### config.mk
export PLATFORM = sky130hd
export DESIGN_NAME = ysyx_22051013_axi_arbiter_rr_flat
export DESIGN_NICKNAME = d
export VERILOG_FILES = /design/src/rtl/ysyx_22051013_axi_arbiter_rr_if.sv /design/src/rtl/ysyx_22051013_axi_arbiter_rr.sv /design/src/flat_wrapper.sv
export SDC_FILE = /design/constraint.sdc
export NUM_CORES = 1
export LEC_CHECK = 0
export CORE_AREA = 8 8 265 267
export DETAILED_ROUTE_END_ITERATION = 10
export DIE_AREA = 0 0 273 275
export GPL_TIMING_DRIVEN = 0
export PLACE_DENSITY = 0.4
export SYNTH_ARGS = -nofsm -noshare
export SYNTH_HDL_FRONTEND = slang
export SYNTH_SLANG_ARGS = --single-unit
### constraint.sdc
create_clock -name clk -period 4.1 [get_ports clk]
set_input_delay 0.82 -clock clk [delete_from_list [all_inputs] [get_ports clk]]
set_output_delay 0.82 -clock clk [all_outputs]
set_load 0.02 [all_outputs]
### src/rtl/ysyx_22051013_axi_arbiter_rr_if.sv
// AXI4 master-side bundle (AR/R/AW/W/B) shared by the round-robin read arbiter and the write path.
// The master modport is the arbiter view; the slave modport is the memory/interconnect view.
interface ysyx_22051013_axi_arbiter_rr_if #(
  parameter int AW  = 64,
  parameter int DW  = 64,
  parameter int IDW = 4
) ();

  logic [IDW-1:0]  arid;
  logic [AW-1:0]   araddr;
  logic [7:0]      arlen;
  logic [2:0]      arsize;
  logic [1:0]      arburst;
  logic            arvalid;
  logic            arready;

  logic [IDW-1:0]  rid;
  logic [DW-1:0]   rdata;
  logic [1:0]      rresp;
  logic            rlast;
  logic            rvalid;
  logic            rready;

  logic [IDW-1:0]  awid;
  logic [AW-1:0]   awaddr;
  logic [7:0]      awlen;
  logic [2:0]      awsize;
  logic [1:0]      awburst;
  logic            awvalid;
  logic            awready;

  logic [DW-1:0]   wdata;
  logic [DW/8-1:0] wstrb;
  logic            wlast;
  logic            wvalid;
  logic            wready;

  logic [IDW-1:0]  bid;
  logic [1:0]      bresp;
  logic            bvalid;
  logic            bready;

  modport master (
    output arid, araddr, arlen, arsize, arburst, arvalid,
    input  arready,
    input  rid, rdata, rresp, rlast, rvalid,
    output rready,
    output awid, awaddr, awlen, awsize, awburst, awvalid,
    input  awready,
    output wdata, wstrb, wlast, wvalid,
    input  wready,
    input  bid, bresp, bvalid,
    output bready
  );

  modport slave (
    input  arid, araddr, arlen, arsize, arburst, arvalid,
    output arready,
    output rid, rdata, rresp, rlast, rvalid,
    input  rready,
    input  awid, awaddr, awlen, awsize, awburst, awvalid,
    output awready,
    input  wdata, wstrb, wlast, wvalid,
    output wready,
    output bid, bresp, bvalid,
    input  bready
  );

endinterface

### src/rtl/ysyx_22051013_axi_arbiter_rr.sv
// Round-robin arbiter of NREQ read requesters onto one AXI read port, plus an
// independent single-requester write path; the two FSMs run concurrently.
module ysyx_22051013_axi_arbiter_rr #(
  parameter int NREQ = 2,
  parameter int AW   = 64,
  parameter int DW   = 64,
  parameter int IDW  = 4,
  parameter int WID  = NREQ
) (
  input  logic                 clk,
  input  logic                 rst,

  input  logic [NREQ-1:0]      rd_req,
  input  logic [NREQ*AW-1:0]   rd_addr,
  input  logic [NREQ*3-1:0]    rd_size,
  input  logic [NREQ*8-1:0]    rd_len,
  output logic [DW-1:0]        rd_data,
  output logic [NREQ-1:0]      rd_beat_valid,
  output logic [NREQ-1:0]      rd_done,
  output logic [NREQ-1:0]      rd_err,

  input  logic                 wr_req,
  input  logic [AW-1:0]        wr_addr,
  input  logic [2:0]           wr_size,
  input  logic [7:0]           wr_len,
  input  logic [DW-1:0]        wr_data,
  input  logic [DW/8-1:0]      wr_strb,
  output logic                 wr_beat_ready,
  output logic                 wr_done,
  output logic                 wr_err,

  ysyx_22051013_axi_arbiter_rr_if.master axi
);

  localparam int         PW         = (NREQ > 1) ? $clog2(NREQ) : 1;
  localparam logic [1:0] BURST_INCR = 2'b01;

  typedef enum logic [1:0] {R_IDLE, R_ADDR, R_DATA} rstate_e;
  typedef enum logic [1:0] {W_IDLE, W_XFER, W_RESP} wstate_e;

  // First requester at or after start, wrapping modulo NREQ.
  function automatic logic [PW-1:0] rr_pick(input logic [NREQ-1:0] req,
                                            input logic [PW-1:0]   start);
    int            idx;
    logic [PW-1:0] ix;
    logic [PW-1:0] pick;
    logic          hit;
    pick = start;
    hit  = 1'b0;
    for (int k = 0; k < NREQ; k++) begin
      idx = int'(start) + k;
      if (idx >= NREQ) idx = idx - NREQ;
      ix = PW'(idx);
      if (!hit && req[ix]) begin
        pick = ix;
        hit  = 1'b1;
      end
    end
    return pick;
  endfunction

  function automatic logic [PW-1:0] wrap_inc(input logic [PW-1:0] g);
    if (g == PW'(NREQ - 1)) return '0;
    return g + 1'b1;
  endfunction

  function automatic logic [NREQ-1:0] onehot(input logic [PW-1:0] i);
    logic [NREQ-1:0] v;
    v    = '0;
    v[i] = 1'b1;
    return v;
  endfunction

  // ---------------------------------------------------------------- read path
  rstate_e          r_state, r_next;
  logic [PW-1:0]    ptr;
  logic [PW-1:0]    grant;
  logic [PW-1:0]    gnt_sel;
  logic             err_acc;
  logic [AW-1:0]    ar_addr_q;
  logic [7:0]       ar_len_q;
  logic [2:0]       ar_size_q;
  logic [AW-1:0]    sel_addr;
  logic [7:0]       sel_len;
  logic [2:0]       sel_size;
  logic             r_take;
  logic             ar_hs;
  logic             r_hs;
  logic             r_match;
  logic             r_last_match;
  logic             r_beat_err;

  assign gnt_sel = rr_pick(rd_req, ptr);
  assign r_take  = (r_state == R_IDLE) && (|rd_req);

  always_comb begin
    sel_addr = '0;
    sel_len  = '0;
    sel_size = '0;
    for (int i = 0; i < NREQ; i++) begin
      if (gnt_sel == PW'(i)) begin
        sel_addr = rd_addr[i*AW +: AW];
        sel_len  = rd_len[i*8 +: 8];
        sel_size = rd_size[i*3 +: 3];
      end
    end
  end

  assign axi.arvalid = (r_state == R_ADDR);
  assign axi.arid    = IDW'(grant);
  assign axi.araddr  = ar_addr_q;
  assign axi.arlen   = ar_len_q;
  assign axi.arsize  = ar_size_q;
  assign axi.arburst = BURST_INCR;
  assign axi.rready  = (r_state == R_DATA);

  assign ar_hs        = axi.arvalid && axi.arready;
  assign r_hs         = axi.rvalid && axi.rready;
  // Beats tagged for another ID are still accepted (rready high) but dropped.
  assign r_match      = r_hs && (axi.rid == IDW'(grant));
  assign r_last_match = r_match && axi.rlast;
  assign r_beat_err   = (axi.rresp != 2'b00);

  always_comb begin
    r_next = r_state;
    case (r_state)
      R_IDLE:  if (|rd_req)      r_next = R_ADDR;
      R_ADDR:  if (ar_hs)        r_next = R_DATA;
      R_DATA:  if (r_last_match) r_next = R_IDLE;
      default:                   r_next = R_IDLE;
    endcase
  end

  always_ff @(posedge clk or negedge rst) begin
    if (!rst) r_state <= R_IDLE;
    else      r_state <= r_next;
  end

  always_ff @(posedge clk or negedge rst) begin
    if (!rst) begin
      ptr     <= '0;
      grant   <= '0;
      err_acc <= 1'b0;
    end else if (r_take) begin
      grant   <= gnt_sel;
      ptr     <= wrap_inc(gnt_sel);
      err_acc <= 1'b0;
    end else if (r_match) begin
      err_acc <= axi.rlast ? 1'b0 : (err_acc | r_beat_err);
    end
  end

  // Request fields are captured once per grant; later input changes are ignored.
  always_ff @(posedge clk) begin
    if (r_take) begin
      ar_addr_q <= sel_addr;
      ar_len_q  <= sel_len;
      ar_size_q <= sel_size;
    end
  end

  assign rd_data       = axi.rdata;
  assign rd_beat_valid = r_match      ? onehot(grant) : '0;
  assign rd_done       = r_last_match ? onehot(grant) : '0;
  assign rd_err        = (r_last_match && (err_acc || r_beat_err)) ? onehot(grant) : '0;

  // --------------------------------------------------------------- write path
  wstate_e          w_state, w_next;
  logic             aw_ok;
  logic             w_ok;
  logic [7:0]       w_cnt;
  logic [AW-1:0]    aw_addr_q;
  logic [7:0]       aw_len_q;
  logic [2:0]       aw_size_q;
  logic             w_take;
  logic             aw_hs;
  logic             w_hs;
  logic             aw_fin;
  logic             w_fin;
  logic             b_hs;
  logic             b_match;

  assign w_take = (w_state == W_IDLE) && wr_req;

  assign axi.awvalid = (w_state == W_XFER) && !aw_ok;
  assign axi.awid    = IDW'(WID);
  assign axi.awaddr  = aw_addr_q;
  assign axi.awlen   = aw_len_q;
  assign axi.awsize  = aw_size_q;
  assign axi.awburst = BURST_INCR;
  assign axi.wvalid  = (w_state == W_XFER) && !w_ok;
  assign axi.wdata   = wr_data;
  assign axi.wstrb   = wr_strb;
  assign axi.wlast   = (w_cnt == aw_len_q);
  assign axi.bready  = (w_state == W_RESP);

  assign aw_hs   = axi.awvalid && axi.awready;
  assign w_hs    = axi.wvalid && axi.wready;
  // AW and W complete in either order; each side is done once its flag or its handshake is seen.
  assign aw_fin  = aw_ok || aw_hs;
  assign w_fin   = w_ok || (w_hs && axi.wlast);
  assign b_hs    = axi.bvalid && axi.bready;
  assign b_match = b_hs && (axi.bid == IDW'(WID));

  always_comb begin
    w_next = w_state;
    case (w_state)
      W_IDLE:  if (wr_req)          w_next = W_XFER;
      W_XFER:  if (aw_fin && w_fin) w_next = W_RESP;
      W_RESP:  if (b_match)         w_next = W_IDLE;
      default:                      w_next = W_IDLE;
    endcase
  end

  always_ff @(posedge clk or negedge rst) begin
    if (!rst) w_state <= W_IDLE;
    else      w_state <= w_next;
  end

  always_ff @(posedge clk or negedge rst) begin
    if (!rst) begin
      aw_ok <= 1'b0;
      w_ok  <= 1'b0;
      w_cnt <= '0;
    end else if (w_take) begin
      aw_ok <= 1'b0;
      w_ok  <= 1'b0;
      w_cnt <= '0;
    end else if (w_state == W_XFER) begin
      if (aw_hs) aw_ok <= 1'b1;
      if (w_hs) begin
        w_cnt <= w_cnt + 8'd1;
        if (axi.wlast) w_ok <= 1'b1;
      end
    end
  end

  always_ff @(posedge clk) begin
    if (w_take) begin
      aw_addr_q <= wr_addr;
      aw_len_q  <= wr_len;
      aw_size_q <= wr_size;
    end
  end

  assign wr_beat_ready = w_hs;
  assign wr_done       = b_match;
  assign wr_err        = b_match && (axi.bresp != 2'b00);

endmodule

### src/flat_wrapper.sv
// flat-port wrapper written by rule: the top's interface ports become plain ports
module ysyx_22051013_axi_arbiter_rr_flat 
#(
  parameter int NREQ = 2,
  parameter int AW   = 64,
  parameter int DW   = 64,
  parameter int IDW  = 4,
  parameter int WID  = NREQ
)
  (clk, rst, rd_req, rd_addr, rd_size, rd_len, rd_data, rd_beat_valid, rd_done, rd_err, wr_req, wr_addr, wr_size, wr_len, wr_data, wr_strb, wr_beat_ready, wr_done, wr_err, axi_arid, axi_araddr, axi_arlen, axi_arsize, axi_arburst, axi_arvalid, axi_arready, axi_rid, axi_rdata, axi_rresp, axi_rlast, axi_rvalid, axi_rready, axi_awid, axi_awaddr, axi_awlen, axi_awsize, axi_awburst, axi_awvalid, axi_awready, axi_wdata, axi_wstrb, axi_wlast, axi_wvalid, axi_wready, axi_bid, axi_bresp, axi_bvalid, axi_bready);
  ysyx_22051013_axi_arbiter_rr_if #(.AW(AW), .DW(DW), .IDW(IDW)) axi_i ();
  input  logic clk;
  input  logic rst;
  input  logic [NREQ-1:0] rd_req;
  input  logic [NREQ*AW-1:0] rd_addr;
  input  logic [NREQ*3-1:0] rd_size;
  input  logic [NREQ*8-1:0] rd_len;
  output logic [DW-1:0] rd_data;
  output logic [NREQ-1:0] rd_beat_valid;
  output logic [NREQ-1:0] rd_done;
  output logic [NREQ-1:0] rd_err;
  input  logic wr_req;
  input  logic [AW-1:0] wr_addr;
  input  logic [2:0] wr_size;
  input  logic [7:0] wr_len;
  input  logic [DW-1:0] wr_data;
  input  logic [DW/8-1:0] wr_strb;
  output logic wr_beat_ready;
  output logic wr_done;
  output logic wr_err;
  output wire logic [$bits(axi_i.arid)-1:0] axi_arid;
  output wire logic [$bits(axi_i.araddr)-1:0] axi_araddr;
  output wire logic [$bits(axi_i.arlen)-1:0] axi_arlen;
  output wire logic [$bits(axi_i.arsize)-1:0] axi_arsize;
  output wire logic [$bits(axi_i.arburst)-1:0] axi_arburst;
  output wire logic [$bits(axi_i.arvalid)-1:0] axi_arvalid;
  input wire logic [$bits(axi_i.arready)-1:0] axi_arready;
  input wire logic [$bits(axi_i.rid)-1:0] axi_rid;
  input wire logic [$bits(axi_i.rdata)-1:0] axi_rdata;
  input wire logic [$bits(axi_i.rresp)-1:0] axi_rresp;
  input wire logic [$bits(axi_i.rlast)-1:0] axi_rlast;
  input wire logic [$bits(axi_i.rvalid)-1:0] axi_rvalid;
  output wire logic [$bits(axi_i.rready)-1:0] axi_rready;
  output wire logic [$bits(axi_i.awid)-1:0] axi_awid;
  output wire logic [$bits(axi_i.awaddr)-1:0] axi_awaddr;
  output wire logic [$bits(axi_i.awlen)-1:0] axi_awlen;
  output wire logic [$bits(axi_i.awsize)-1:0] axi_awsize;
  output wire logic [$bits(axi_i.awburst)-1:0] axi_awburst;
  output wire logic [$bits(axi_i.awvalid)-1:0] axi_awvalid;
  input wire logic [$bits(axi_i.awready)-1:0] axi_awready;
  output wire logic [$bits(axi_i.wdata)-1:0] axi_wdata;
  output wire logic [$bits(axi_i.wstrb)-1:0] axi_wstrb;
  output wire logic [$bits(axi_i.wlast)-1:0] axi_wlast;
  output wire logic [$bits(axi_i.wvalid)-1:0] axi_wvalid;
  input wire logic [$bits(axi_i.wready)-1:0] axi_wready;
  input wire logic [$bits(axi_i.bid)-1:0] axi_bid;
  input wire logic [$bits(axi_i.bresp)-1:0] axi_bresp;
  input wire logic [$bits(axi_i.bvalid)-1:0] axi_bvalid;
  output wire logic [$bits(axi_i.bready)-1:0] axi_bready;
  assign axi_arid = axi_i.arid;
  assign axi_araddr = axi_i.araddr;
  assign axi_arlen = axi_i.arlen;
  assign axi_arsize = axi_i.arsize;
  assign axi_arburst = axi_i.arburst;
  assign axi_arvalid = axi_i.arvalid;
  assign axi_i.arready = axi_arready;
  assign axi_i.rid = axi_rid;
  assign axi_i.rdata = axi_rdata;
  assign axi_i.rresp = axi_rresp;
  assign axi_i.rlast = axi_rlast;
  assign axi_i.rvalid = axi_rvalid;
  assign axi_rready = axi_i.rready;
  assign axi_awid = axi_i.awid;
  assign axi_awaddr = axi_i.awaddr;
  assign axi_awlen = axi_i.awlen;
  assign axi_awsize = axi_i.awsize;
  assign axi_awburst = axi_i.awburst;
  assign axi_awvalid = axi_i.awvalid;
  assign axi_i.awready = axi_awready;
  assign axi_wdata = axi_i.wdata;
  assign axi_wstrb = axi_i.wstrb;
  assign axi_wlast = axi_i.wlast;
  assign axi_wvalid = axi_i.wvalid;
  assign axi_i.wready = axi_wready;
  assign axi_i.bid = axi_bid;
  assign axi_i.bresp = axi_bresp;
  assign axi_i.bvalid = axi_bvalid;
  assign axi_bready = axi_i.bready;
  ysyx_22051013_axi_arbiter_rr #(.NREQ(NREQ), .AW(AW), .DW(DW), .IDW(IDW), .WID(WID)) u_core (.clk(clk), .rst(rst), .rd_req(rd_req), .rd_addr(rd_addr), .rd_size(rd_size), .rd_len(rd_len), .rd_data(rd_data), .rd_beat_valid(rd_beat_valid), .rd_done(rd_done), .rd_err(rd_err), .wr_req(wr_req), .wr_addr(wr_addr), .wr_size(wr_size), .wr_len(wr_len), .wr_data(wr_data), .wr_strb(wr_strb), .wr_beat_ready(wr_beat_ready), .wr_done(wr_done), .wr_err(wr_err), .axi(axi_i));
endmodule
# Word level (Yosys, flattened, before mapping)
# Cells that the tools add are included.
# totals
register_bits,167
input_bits,384
# classes
add_sub_neg,5
n_lt_le_gt_ge,6
n_eq_ne,13
mux,42
bitwise,1
reduce_logical,39
# op_table
op,n
$mux W64,1
$mux W8,4
$mux W1,24
$logic_and A1 B1 Y1,18
$mux W2,9
$reduce_bool A2 Y1,7
$ne A2 B2 Y1 const B,6
$pmux W2 S3,2
$reduce_and A3 Y1,3
$add A8 B1 Y8 const B,1
$eq A8 B8 Y1,1
$lt A1 B2 Y1 const B,3
$eq A2 B1 Y1 const B,2
$eq A2 B2 Y1 const B,2
$eq A4 B1 Y1,1
$eq A4 B2 Y1 const B,1
$logic_not A2 Y1,2
$reduce_and A2 Y1,2
$logic_not A1 Y1,3
$logic_or A1 B1 Y1,3
$mux W3,1
$add A1 B1 Y2 const B,1
$ge A1 B2 Y1 const B,1
$ge A2 B2 Y1 const B,1
6 further kinds,7

# Longest topological paths before layout
# Gate-level depths: netlist of run 1.
# depth
ltp_word,11
mapped_depth,5

# Least setup slack after synthesis of run 1
# OpenSTA, ideal clock, no wires.
# synth_path
kind,input -> register
startpoint,in wr_req
endpoint,"reg u_core.aw_addr_q[0], in the netlist u_core.axi.awaddr[0] (enable)"
arrival_time_ns,4.296
required_time_ns,3.577
slack_ns,-0.719
stages,2
cell_sequence,nand2_1 nor2_1
# synth_between
elab_chain_cells,1
# synth_lines
element,line_no,source
start: declaration,flat_wrapper.sv:22,input logic wr_req;
$logic_and A1 B1 Y1,ysyx_22051013_axi_arbiter_rr.sv:183,assign w_take = (w_state == W_IDLE) && wr_req;
named net u_core.w_take,ysyx_22051013_axi_arbiter_rr.sv:175,logic w_take;
end signal: assignment,ysyx_22051013_axi_arbiter_rr.sv:240,aw_addr_q <= wr_addr;
end: declaration,ysyx_22051013_axi_arbiter_rr.sv:172,logic [AW-1:0] aw_addr_q;
# The timed path passes the listed nets, and every way through them passes these cells.
# A chain may end at the register's enable or synchronous reset.

# Worst setup path in the final report of run 1
# layout_path
startpoint,in axi_rid[1]
endpoint,out rd_err[1]
# layout_between
elab_chain_cells,5
# layout_lines
element,line_no,source
start: declaration,flat_wrapper.sv:38,input wire logic [$bits(axi_i.rid)-1:0] axi_rid;
$eq A4 B1 Y1,ysyx_22051013_axi_arbiter_rr.sv:120,assign r_match = r_hs && (axi.rid == IDW'(grant));
$logic_and A1 B1 Y1,ysyx_22051013_axi_arbiter_rr.sv:120,
$logic_and A1 B1 Y1,ysyx_22051013_axi_arbiter_rr.sv:121,assign r_last_match = r_match && axi.rlast;
$logic_and A1 B1 Y1,ysyx_22051013_axi_arbiter_rr.sv:165,assign rd_err = (r_last_match && (err_acc || r_beat_err)) ? onehot(grant) : '0;
$mux W2,ysyx_22051013_axi_arbiter_rr.sv:165,
end: declaration,flat_wrapper.sv:21,output logic [NREQ-1:0] rd_err;
# Every way passes these cells.

==> results of run 1 <==
-- critical path: cells and delay by family --
kind,cells,cell delay [ns]
simple gates,4,1.01
buf+inv,2,1.06
-- metrics by stage --
step / worst slack, ns / hold slack, ns / power, mW
final: 0.402 / 0.521 / 7.00
after global routing: 0.277 / 0.537 / 7.42
after CTS: 0.373 / 0.522 / 7.21
after detailed placement: 0.378 / 0.511 / 5.47
after global placement: -1.16 / 0.502 / 5.46
after floorplan: 0.668 / 0.481 / 3.93
-- layout by cell type, fill, tap and decap left out, drive strengths merged, types with 3 or more instances in the layout --
cell,instances
edfxtp,150
and2,3
clkinv,7
dfrtp,17
clkbuf,19
inv,12
clkdlybuf4s50,549
conb,11
o21ai,5
xnor2,13
a21oi,5
mux2,75
nand2,7
buf,159
nand2b,3
xor2,3
nor3,6
nor2,19
nand4,5
-- kinds of logic after synthesis --
| kind of cell | share of synthesized area |
|---|---|
| flip-flops | 0.654 |
| buffers and inverters | 0.162 |
| XOR/XNOR | 0.0186 |
| AND/OR/NAND/NOR | 0.0335 |
| multiplexers | 0.113 |
| other | 0.000997 |
| adder cells (fa/ha/maj) | 0.00166 |
| AO/OA/AOI/OAI | 0.0154 |
-- final cells by class --
cell class | instances | area, um^2 | share of cell area
plain buffers | 156 | 1190 | 0.0802
clock buffers | 19 | 433 | 0.0292
clock inverters | 13 | 146 | 0.00988
inverters | 9 | 36.3 | 0.00245
multi-input cells | 172 | 1430 | 0.0962
flip-flops and latches | 167 | 4930 | 0.333
well taps | 873 | 1090 | 0.0737
repair buffers | 552 | 5560 | 0.376
-- sequential cells by signal (all words and copies together), names as in the netlist --
name               flops
u_core.err_acc         1
u_core.r_state         2
u_core.w_cnt           8
u_core.axi.arlen       8
u_core.w_ok            1
u_core.axi.awaddr     64
u_core.ptr             1
u_core.grant           1
u_core.w_state         2
u_core.axi.awsize      3
u_core.aw_ok           1
u_core.axi.awlen       8
u_core.axi.araddr     64
u_core.axi.arsize      3
-- power groups by stage --
stage / Sequential (mW) / Clock (mW) / Combinational [mW]
after floorplan: 3.09 / 0 / 0.837
after global placement: 2.69 / 0 / 2.77
after detailed placement: 2.64 / 0 / 2.82
after CTS: 2.61 / 1.77 / 2.84
after global routing: 2.65 / 1.81 / 2.95
final: 2.60 / 1.65 / 2.76
-- metal layers --
layer	GRT usage	up-vias	share of wire	routed length, um
met4	0.0263	0	0.011	374
met5	0	-	0	0
met2	0.136	322	0.51	16500
met3	0.0528	19	0.13	4210
met1	0.0807	2748	0.35	11500
li1	-	2769	-	-
-- worst min-delay path by stage --
stage                                      start                endpoint  slack, ns  cells past startpoint
after floorplan           u_core.ptr$_DFFE_PN0P_  u_core.ptr$_DFFE_PN0P_       0.48                      1
after global placement    u_core.ptr$_DFFE_PN0P_  u_core.ptr$_DFFE_PN0P_       0.50                      1
after detailed placement  u_core.ptr$_DFFE_PN0P_  u_core.ptr$_DFFE_PN0P_       0.51                      1
after CTS                 u_core.ptr$_DFFE_PN0P_  u_core.ptr$_DFFE_PN0P_       0.52                      1
after global routing      u_core.ptr$_DFFE_PN0P_  u_core.ptr$_DFFE_PN0P_       0.54                      1
final                     u_core.ptr$_DFFE_PN0P_  u_core.ptr$_DFFE_PN0P_       0.52                      1
==> flow_summary.ini, run 1 <==
[sta]
finalSetupTns_ns = 0
maxSlewViolCount = 0
period_share = 0.902
tightestPinTransition_ns = 1.01
final-setup-viol-count = 0
rsz0062_at_grt = no
slew_headroom = 0.322
period_needed_ns = 3.70
hold_violations = 0
fmax_ghz = 0.270
fin_skew_ns = 0.00538

[logic_synthesis]
yosys.area.top_type = edfxtp_1
synth_most_common_cell = edfxtp_1
synth_top_area_frac = 0.598
yosys_warnings = 0
ys_ff_latch = 167
synth_area_per_cell_um2 = 15.2
netlist_instances = 495
ys_async_sr_fraction = 0.102
synthesis.area_mm2 = 0.00754
synth_edf_count = 150
synth_ff_type = edfxtp_1
yosys.cell_types.count = 35
synth_commonest_cells = 150 x edfxtp_1, 148 x buf_4, 50 x mux2_1
ys_seq_area_frac = 0.654
synth.top_cells.by_area = edfxtp_1 60%, buf_4 15%, mux2_1 7.5%

[pwr]
sequentialPowerShare = 0.371
combPwrFrac = 0.394
pwr-share-clk = 0.235
power.density_mw_per_mm2 = 473
ir_drop_mv = 0.267
p_sw_frac = 0.335
switching_power_mw = 2.35
p_leak_nw = 5.38
power.internal_mw = 4.66

[global_route]
grt_util_all_layers = 0.0807
grt.overflow.total = 0
grt_pass1_vias = 6482
grt_antenna_before_repair = 0
grt_max_degree = 66
grt_pass1_wl_mm = 44.1

[clock_tree]
cts_setup_buffers = 0
numCtsBuffers = 17
h-tree-depth = 4
cts-root-buf = clkbuf_16
cts_tree = built
cts_hold_buf = 0
cts_num_sinks = 167
clockBufferDepth = 2
worst_skew_pair.late_latency_ns = 0.46
clk_pin_slew_worst_paths_ns = 0.07
postCtsResizedCells = 0

[layout]
fin_area_mm2 = 0.0148
diodes = 0
area_growth_syn_to_layout_pct = 96.6
utilization = 0.223
final_cells = 1961
drive_above_1_share = 0.200
filler_cell_count = 7109
nets = 1460

[place]
portBuffers = 549
hpwlAfterDp_mm = 27.5
numPlacedInstances = 1929
gp_congestion = 0.684
dpl_cell_area_mm2 = 0.0142

[setup_path]
path_max_fanout = 5
ff2ff_setup_slack_ns = 1.92
cp_cell_sequence = clkdlybuf4s50_1 > nor4b_1 > and3_1 > nand2_1 > nor3_1 > clkdlybuf4s50_1
critical_path.slowest_cell = clkdlybuf4s50_1
r2r_end = u_core.axi.awaddr[37]$_DFFE_PP_
crit_top_cell = clkdlybuf4s50_1
crit_path_start_kind = primary input
setup.worst_path.end = rd_err[1]
r2r_cells = 5
slowest_delay_ns = 0.66
required_ns = 3.28
startpoint = axi_rid[1]
reg2reg_from = u_core.w_state[1]$_DFFE_PN0P_
crit_arrival_ns = 2.88
critPathKind = primary input to output pin
endpoint_kind = output pin

[floorplanning]
die_y_um = 275
core_mm2 = 0.0663
io_pins = 697
num_rows = 95
die_width_um = 273
die_area_mm2 = 0.0751
start_util = 0.114

[drt]
drtPass1Iterations = 4
viasPerCell = 2.99
drt_wl_total_mm = 32.6
ant_nets = 0
drt_iter0_markers = 186
drc_errors = 0
wire_per_inst_um = 16.6
vias = 5858

[hold_path]
hold_class = flop to flop

[run_status]
status = finished clean

[run]
drv_cap = 0
(Power assumes the default switching activity.)
==> run 2, diff against run 1 <==
CAP_MARGIN = 20   (was not set)
CTS_CLUSTER_SIZE = 10   (was not set)
SLEW_MARGIN = 20   (was not set)
==> run 2 against run 1 <==
Net effect: clock skew increased by 0.0062 ns; final cell count is 0.10% higher; critical endpoint unchanged; wire length about the same; non-clock buffer count is 2 higher; cell area rose by 0.43%; sequential power barely moved; critical path depth did not move; die area did not move; largest power group unchanged; flip-flop and latch count did not move.
==> flow_summary.ini, run 2 (synthesis results as in run 1) <==
[drt]
ant_nets = 0
drc_errors = 0
drt_iter0_markers = 247
wire_per_inst_um = 16.6
drt_wl_total_mm = 32.5
drtPass1Iterations = 4
viasPerCell = 3.01
vias = 5901

[sta]
tightestPinTransition_ns = 0.529
period_share = 0.900
fmax_ghz = 0.271
maxSlewViolCount = 0
slew_headroom = 0.646
final-setup-viol-count = 0
rsz0062_at_grt = no
hold_violations = 0
fin_skew_ns = 0.0115
period_needed_ns = 3.69

[clock_tree]
cts_tree = built
cts_num_sinks = 167
clk_pin_slew_worst_paths_ns = 0.07
postCtsResizedCells = 0
worst_skew_pair.late_latency_ns = 0.47
cts_setup_buffers = 0
clockBufferDepth = 2
h-tree-depth = 4
numCtsBuffers = 17
cts_hold_buf = 0
cts-root-buf = clkbuf_16

[run]
drv_cap = 0

[setup_path]
endpoint_kind = output pin
path_max_fanout = 5
required_ns = 3.28
crit_arrival_ns = 2.87
critPathKind = primary input to output pin
crit_path_start_kind = primary input

[place]
gp_congestion = 0.684
portBuffers = 549
dpl_cell_area_mm2 = 0.0143
hpwlAfterDp_mm = 27.6
numPlacedInstances = 1931

[layout]
layout_common_cells = 548 x clkdlybuf4s50_1, 150 x edfxtp_1, 148 x buf_4
final_common_cell = clkdlybuf4s50_1
final_cells = 1963
drive_above_1_share = 0.203
diodes = 0
fin_area_mm2 = 0.0149
utilization = 0.224
filler_cell_count = 7077
area_growth_syn_to_layout_pct = 97.4
nets = 1462

[run_status]
status = finished clean

[floorplanning]
die_y_um = 275
die_width_um = 273
start_util = 0.114
die_area_mm2 = 0.0751
core_mm2 = 0.0663
num_rows = 95
io_pins = 697

[global_route]
grt_pass1_vias = 6542
grt_pass1_wl_mm = 44.3
grt_max_degree = 54
grt_antenna_before_repair = 0
grt.overflow.total = 0
grt_util_all_layers = 0.0809

[hold_path]
hold_class = primary input to async pin

[pwr]
p_leak_nw = 5.41
power.density_mw_per_mm2 = 475
ir_drop_mv = 0.270
p_total_mw = 7.06
-- run 2: cell count changes in the layout (fill, tap and decap cells not counted) --
cell | previous run | this run
buf_12 | 2 | 0
buf_16 | 1 | 5
buf_2 | 2 | 3
clkdlybuf4s50_1 | 549 | 548
clkinv_4 | 5 | 3
clkinvlp_4 | 1 | 2
inv_6 | 3 | 4
-- run 2: layout make-up --
type	instances	area [um^2]	area share
inverters	9	36.3	0.00244
plain buffers	156	1190	0.0799
clock buffers	19	433	0.0291
repair buffers	554	5630	0.378
flip-flops and latches	167	4930	0.331
well taps	873	1090	0.0734
clock inverters	13	145	0.00976
multi-input cells	172	1430	0.0958
-- run 2: critical path: stages --
cell and delay (ns):
clkdlybuf4s50_1 0.40, nor4b_1 0.28, and3_1 0.27, nand2_1 0.21, nor3_1 0.23, clkdlybuf4s50_1 0.66
-- run 2: path summary, 6_finish.rpt --
| kind | from | to | slack (ns) | cells after the start |
|---|---|---|---|---|
| max | axi_rid[1] | rd_err[1] | 0.41 | 6 |
| min | rst | u_core.w_state[0]$_DFFE_PN0P_ | 0.32 | 1 |
| max reg2reg | u_core.w_state[1]$_DFFE_PN0P_ | u_core.axi.awaddr[37]$_DFFE_PP_ | 1.99 | 7 |
| min reg2reg | u_core.ptr$_DFFE_PN0P_ | u_core.ptr$_DFFE_PN0P_ | 0.52 | 1 |
| max in group asynchronous | rst | u_core.w_cnt[2]$_DFFE_PN0P_ | 3.44 | 1 |
| min in group clk | u_core.ptr$_DFFE_PN0P_ | u_core.ptr$_DFFE_PN0P_ | 0.52 | 1 |
-- run 2: where the power goes --
group / switching, mW / internal [mW]
combinational: 1.44 / 1.36
sequential: 0.171 / 2.42
clock: 0.757 / 0.904
-- run 2: through the flow --
stage | setup slack, ns | TNS [ns] | hold slack [ns]
floorplan | 0.668 | 0 | 0.481
global placement | -1.16 | -114.08 | 0.502
detailed placement | 0.374 | 0 | 0.513
CTS | 0.371 | 0 | 0.524
global route | 0.266 | 0 | 0.305
finish | 0.410 | 0 | 0.316
-- run 2: metal layers --
layer,global-route usage,part of all wire
met5,0,0
met4,0.0259,0.012
met3,0.0499,0.12
met2,0.136,0.50
met1,0.0829,0.36
